<file path="src/rtl/dmem_responder.sv">
// dmem_responder: handshaked data-memory responder with configurable wait states.
//
// Accepts one load/store request at a time, waits WAIT_STATES cycles, performs
// a byte-lane-masked write or a full-word read, and pulses `ready` for one cycle.
// The word array is internal and is not cleared by reset.
//
// Optional feature: define DMEM_RANGE_CHECK_EN to flag addresses whose upper
// bits (a[31:ADDR_WIDTH+2]) are nonzero. Such accesses write nothing, return
// rd=0 and raise err during the response. Without the macro, err is tied low
// and addresses alias modulo 2^(ADDR_WIDTH+2).
//
// Handshake: `req` is sampled only while idle, and the request fields are
// captured on that edge. `ready` is a single-cycle completion pulse. `rd` and
// `err` are valid while `ready` is high and hold until the next access edge.
// The initiator must drop `req` in its `ready` cycle. A `req` still high in the
// following idle cycle starts a new access.
module dmem_responder #(
    parameter int ADDR_WIDTH  = 6,
    parameter int WAIT_STATES = 1
) (
    input  logic        clk,
    input  logic        reset,
    input  logic        req,
    input  logic        we,
    input  logic [31:0] a,
    input  logic [31:0] wd,
    input  logic [3:0]  byteEnable,
    output logic [31:0] rd,
    output logic        ready,
    output logic        busy,
    output logic        err,
    output logic [1:0]  dbg_state
);

    typedef enum logic [1:0] {
        S_IDLE = 2'd0,
        S_WAIT = 2'd1,
        S_RESP = 2'd2
    } state_t;

    localparam int         DEPTH = 1 << ADDR_WIDTH;
    localparam logic [2:0] WS    = 3'(WAIT_STATES);

    state_t state;
    state_t state_next;
    logic [2:0] cnt;
    logic [2:0] cnt_next;

    logic [31:0] mem [DEPTH];

    // Request fields captured when a request is accepted in IDLE.
    logic                  we_q;
    logic [ADDR_WIDTH-1:0] idx_q;
    logic [31:0]           wd_q;
    logic [3:0]            be_q;
    logic                  oor_q;

    // Live view of the request, used directly when there are no wait states.
    logic [ADDR_WIDTH-1:0] idx_live;
    logic                  oor_live;

    // Fields of the access performed on the edge entering RESP.
    logic                  access;
    logic                  use_live;
    logic                  acc_we;
    logic [ADDR_WIDTH-1:0] acc_idx;
    logic [31:0]           acc_wd;
    logic [3:0]            acc_be;
    logic                  acc_oor;

    assign idx_live = a[ADDR_WIDTH+1:2];

`ifdef DMEM_RANGE_CHECK_EN
    logic unused_addr_bits;
    assign unused_addr_bits = ^a[1:0];
    assign oor_live         = |a[31:ADDR_WIDTH+2];
`else
    logic unused_addr_bits;
    assign unused_addr_bits = ^{a[1:0], a[31:ADDR_WIDTH+2]};
    assign oor_live         = 1'b0;
`endif

    // Next-state logic: IDLE accepts, WAIT counts down, RESP lasts one cycle.
    always_comb begin
        state_next = state;
        cnt_next   = cnt;
        access     = 1'b0;
        use_live   = 1'b0;
        unique case (state)
            S_IDLE: begin
                if (req) begin
                    if (WS == 3'd0) begin
                        state_next = S_RESP;
                        access     = 1'b1;
                        use_live   = 1'b1;
                    end else begin
                        state_next = S_WAIT;
                        cnt_next   = WS;
                    end
                end
            end
            S_WAIT: begin
                // A count of 1 means this is the last wait cycle.
                if (cnt <= 3'd1) begin
                    state_next = S_RESP;
                    cnt_next   = 3'd0;
                    access     = 1'b1;
                end else begin
                    cnt_next = cnt - 3'd1;
                end
            end
            S_RESP: begin
                state_next = S_IDLE;
            end
            default: begin
                state_next = S_IDLE;
                cnt_next   = 3'd0;
            end
        endcase
    end

    // Select latched or live request fields for the access edge.
    always_comb begin
        acc_we  = we_q;
        acc_idx = idx_q;
        acc_wd  = wd_q;
        acc_be  = be_q;
        acc_oor = oor_q;
        if (use_live) begin
            acc_we  = we;
            acc_idx = idx_live;
            acc_wd  = wd;
            acc_be  = byteEnable;
            acc_oor = oor_live;
        end
    end

    // State, counter, request capture and registered response outputs.
    always_ff @(posedge clk or negedge reset) begin
        if (!reset) begin
            state <= S_IDLE;
            cnt   <= 3'd0;
            rd    <= 32'd0;
            err   <= 1'b0;
            we_q  <= 1'b0;
            idx_q <= '0;
            wd_q  <= 32'd0;
            be_q  <= 4'd0;
            oor_q <= 1'b0;
        end else begin
            state <= state_next;
            cnt   <= cnt_next;
            if (state == S_IDLE && req) begin
                we_q  <= we;
                idx_q <= idx_live;
                wd_q  <= wd;
                be_q  <= byteEnable;
                oor_q <= oor_live;
            end
            if (access) begin
                rd  <= (acc_we || acc_oor) ? 32'd0 : mem[acc_idx];
                err <= acc_oor;
            end
        end
    end

    // Lane-masked write; held off while reset is asserted so an aborted
    // request never reaches the array.
    always_ff @(posedge clk) begin
        if (reset && access && acc_we && !acc_oor) begin
            for (int i = 0; i < 4; i++) begin
                if (acc_be[i]) begin
                    mem[acc_idx][8*i +: 8] <= acc_wd[8*i +: 8];
                end
            end
        end
    end

    assign ready     = (state == S_RESP);
    assign busy      = (state != S_IDLE);
    assign dbg_state = state;

endmodule

</file>
<file path="config.mk">
export PLATFORM = sky130hd
export DESIGN_NAME = dmem_responder
export DESIGN_NICKNAME = d
export VERILOG_FILES = /design/src/rtl/dmem_responder.sv
export SDC_FILE = /design/constraint.sdc
export NUM_CORES = 2
export LEC_CHECK = 0
export BUFFER_PORTS_ARGS = -buffer_cell sky130_fd_sc_hd__buf_2
export CAP_MARGIN = 20
export CORE_ASPECT_RATIO = 1.2
export CORE_UTILIZATION = 39
export CTS_CLUSTER_SIZE = 10
export DETAILED_ROUTE_END_ITERATION = 6
export GPL_ROUTABILITY_DRIVEN = 0
export GPL_TIMING_DRIVEN = 0
export PLACE_DENSITY = 0.65
export SLEW_MARGIN = 20
export SYNTH_ARGS = -nofsm -noshare
export SYNTH_HDL_FRONTEND = slang
export SYNTH_SLANG_ARGS = --single-unit
</file>
<file path="constraint.sdc">
create_clock -name clk -period 4.05 [get_ports clk]
set_input_delay 1.215 -clock clk [delete_from_list [all_inputs] [get_ports clk]]
set_output_delay 1.215 -clock clk [all_outputs]
set_load 0.01 [all_outputs]
</file>
==> summary.md <==
| Metric | Value |
|---|---|
| Status | complete, but fails checks |
| Failing checks | setup timing |
| Main synth FF type | edfxtp_1 |
| Clock Tree Root | clkbuf_16 |
| Syn nets | 5,148 |
| Max-Cap Viols | 0 |
| Placed Instances | about 8,000 |
| RSZ-0062 raised after global routing | yes |
| Core Area | around 210,000 sq um |
| Row count | 185 |
| WL per Instance | 32.0 um |
| Final Instance Area | around 96,000 sq um |
| Sequential element share of the synthesized area | 76.5% |
| Vias in the first global route | 49,100 |
| First drt pass iteration count | 6 |
| Worst skew pair latency | between 0.9 and 1 ns |
| Syn Std Cell Area | 83,000 sq um |
| Distinct cells, synth | 46 |
| Io pins | 109 |
| Max Root-Sink Buffers | 3 |
| Yosys warnings | 0 |
| WHS | 0.174 ns |
| Worst Tran Pin Value | 1.19 ns |
| Max Fclk | around 240 MHz |
| CP max FO | 10 |
| Detailed-route DRC error count | 0 |
| Average vias per placed instance | 6.00 |
| Worst Setup End Kind | register |
| Count of pins over their slew limit | 0 |
| Die X | 423 um |
| CP arrival | roughly 4.7 ns |
| Final non-filler cell total | about 8,400 |
| TritonCTS clock tree | built |
| Clock slew at reported path FFs | 0.06 ns |
| First-pass GRT wire length | 369 mm |
| Final Net Count | 5,512 |
| Worst vdd ir | 0.00123 V |
| Initial Util | 39.2% |
| Total leakage power | 31.3 nW |
| Gr usage total | 24.5% |
| Remaining global-route overflow | 0 |
| Number of synthesized register bits | between 2,000 and 2,500 |
| Die ar. | roughly 210,000 sq um |
| Share of layout cells above drive strength 1 | 14.9% |
| Power Total | approximately 76 mW |
| Crit path required time | 4.56 ns |
| Post-place instance area | 88,100 sq um |
| Die Y | 507 um |
| P per Cell Area | 790 nW/um^2 |
| Routed wire length | approximately 270 mm |
| Worst Path Class, Setup | register to register |
| Post-synth EDFFs | 2,048 |
| Share of the synthesized area in the top cell type | approximately three quarters |
| Final Setup Violations | 221 |
| Dpl hpwl | approximately 190 mm |
| CP Cell Sequence | buf_6 > or2_1 > buf_4 > buf_2 > buf_2 > nor2_2 > nand2_1 > nor2_2 |
| Mean Syn Cell Area | between 15 and 20 sq um |
| CTS buffer count | 231 |
| Setup TNS | -10.04 ns |
| Routed vias | 50,200 |
| Place WS | -0.808 ns |
| Period utilisation layout | 104% |
| CTS Sinks | roughly 2,100 |
| Final Util | 45.2% |
| Reg-to-reg startpoint | acc_idx[0] |
| Commonest non-fill, non-tap cells in the layout | 2,048 x edfxtp_1, 509 x mux2i_1, 298 x nand2_1, 285 x o22ai_1, 266 x buf_2 |
| CP max stage cell | nor2_2 |
| CP Launch Point | acc_idx[0] |
| Mapped Cells | about 5,100 |
| # H-tree levels | 4 |
| Area Growth Syn to Fin | 15.1% |
| Final hold violations | 0 |
| Initial antenna violation count | 13 |
| Max stage delay on crit path | between 0.6 and 0.7 ns |
| DR iter-0 viols | 6,709 |
| Post-route setup slack | -0.168 ns |
| Ys async rst share | 3.76% |
| IO buf count | 81 |
| Slew HR | 20.8% |
| # hold bufs at CTS | 0 |
| HP Class | primary input to async pin |
| Most area-consuming cells after synthesis | edfxtp_1 74%, mux2i_1 6.1%, dfrtp_1 2.4% |
| FILL cells | approximately 18,000 |
| Tmin final | 4.22 ns |
| Pin count of the biggest net entering global routing | 66 |
| Synth area leader | edfxtp_1 |
| Post-DRT Antenna Nets | 0 |
| Worst Skew | 0.0483 ns |
| Commonest non-fill, non-tap cell in the layout | edfxtp_1 |
| Startpoint Class | register |
-- worst paths after layout --
kind	slack, ns	cells past startpoint	endpoint
max in group asynchronous	3.19	2	acc_wd[1]
hold reg to reg	0.49	2	rd[0]
hold / removal	0.17	1	acc_wd[29]
setup reg to reg	-0.17	8	mem[40][22]
min in group clk	0.49	2	rd[0]
setup / recovery	-0.17	8	mem[40][22]
-- routing by layer --
metal	share of wire, %	wire, um	GRT usage [%]
met1	35	92300	29.2
met2	46	124000	38.6
met3	11	28500	5.66
met4	8.5	22600	18.5
met5	0.0049	13	0
-- report_power, final --
group	total, mW	internal (mW)	switching [mW]
clock	18.8	10.5	8.33
sequential	29.6	27.8	1.73
combinational	27.1	7.61	19.5
total	75.5	45.9	29.6
-- cells in the mapped netlist, types with 2 or more instances --
cell type  instances
o21ai_1           48
nor2b_1            2
edfxtp_1        2048
o2111ai_1         32
and3b_1            2
inv_1            196
nand3_1            2
a221o_1          188
nor2_1           334
and3_1             3
buf_2            187
o32ai_1          190
clkbuf_1         152
nand2_1          298
mux2_2            42
mux2i_1          509
buf_4             15
mux4_2             4
a221oi_1         130
or2_2              3
nor4bb_1          30
ha_1               2
dfrtp_1           80
nand2b_1           5
nor3b_1            3
o22ai_1          285
o21ai_0           52
a21oi_1           95
o31ai_1           95
and2_1             2
buf_1             24
buf_6              2
-- sequential cells by signal, indices dropped and copies added (netlist names) --
name	flops
acc_be	4
cnt	3
acc_idx	6
dbg_state	2
rd	32
acc_we	1
mem	2048
acc_wd	32
-- worst max-delay path: cells and delay by family, from the launching register on --
| kind | cells | cell delay [ns] |
|---|---|---|
| AND/OR/NAND/NOR | 4 | 2.16 |
| flip-flops | 1 | 0.52 |
| buffers and inverters | 4 | 1.10 |
-- cells by family (layout without fill, tap and decap cells) --
group	count (synthesis)	count (layout)	synth area share, %
buffers and inverters	576	1050	2.97
other	1	9	0.00452
AND/OR/NAND/NOR	692	692	3.47
multiplexers	555	555	6.82
flip-flops	2128	2128	76.5
adder cells (fa/ha/maj)	2	2	0.0301
AO/OA/AOI/OAI	1120	1120	10.2
-- final cells by class --
class,count,area [sq um],share of cell area [%]
multi-input cells,2370,18000,18.8
clock inverters,16,339,0.355
clock buffers,327,6170,6.46
flip-flops and latches,2128,63600,66.6
plain buffers,380,1750,1.83
diodes,8,20.0,0.0210
inverters,196,736,0.770
well taps,2805,3510,3.67
repair buffers,131,1430,1.50
-- repair_timing --
action                                   CTS  global route
gates resized for setup                   97            56
endpoints found under the setup margin  1307           267
gates cloned                               0             0
pin swaps                                  4             0
buffers inserted                          13             0
No activity file was read; power rests on OpenSTA's default activity.
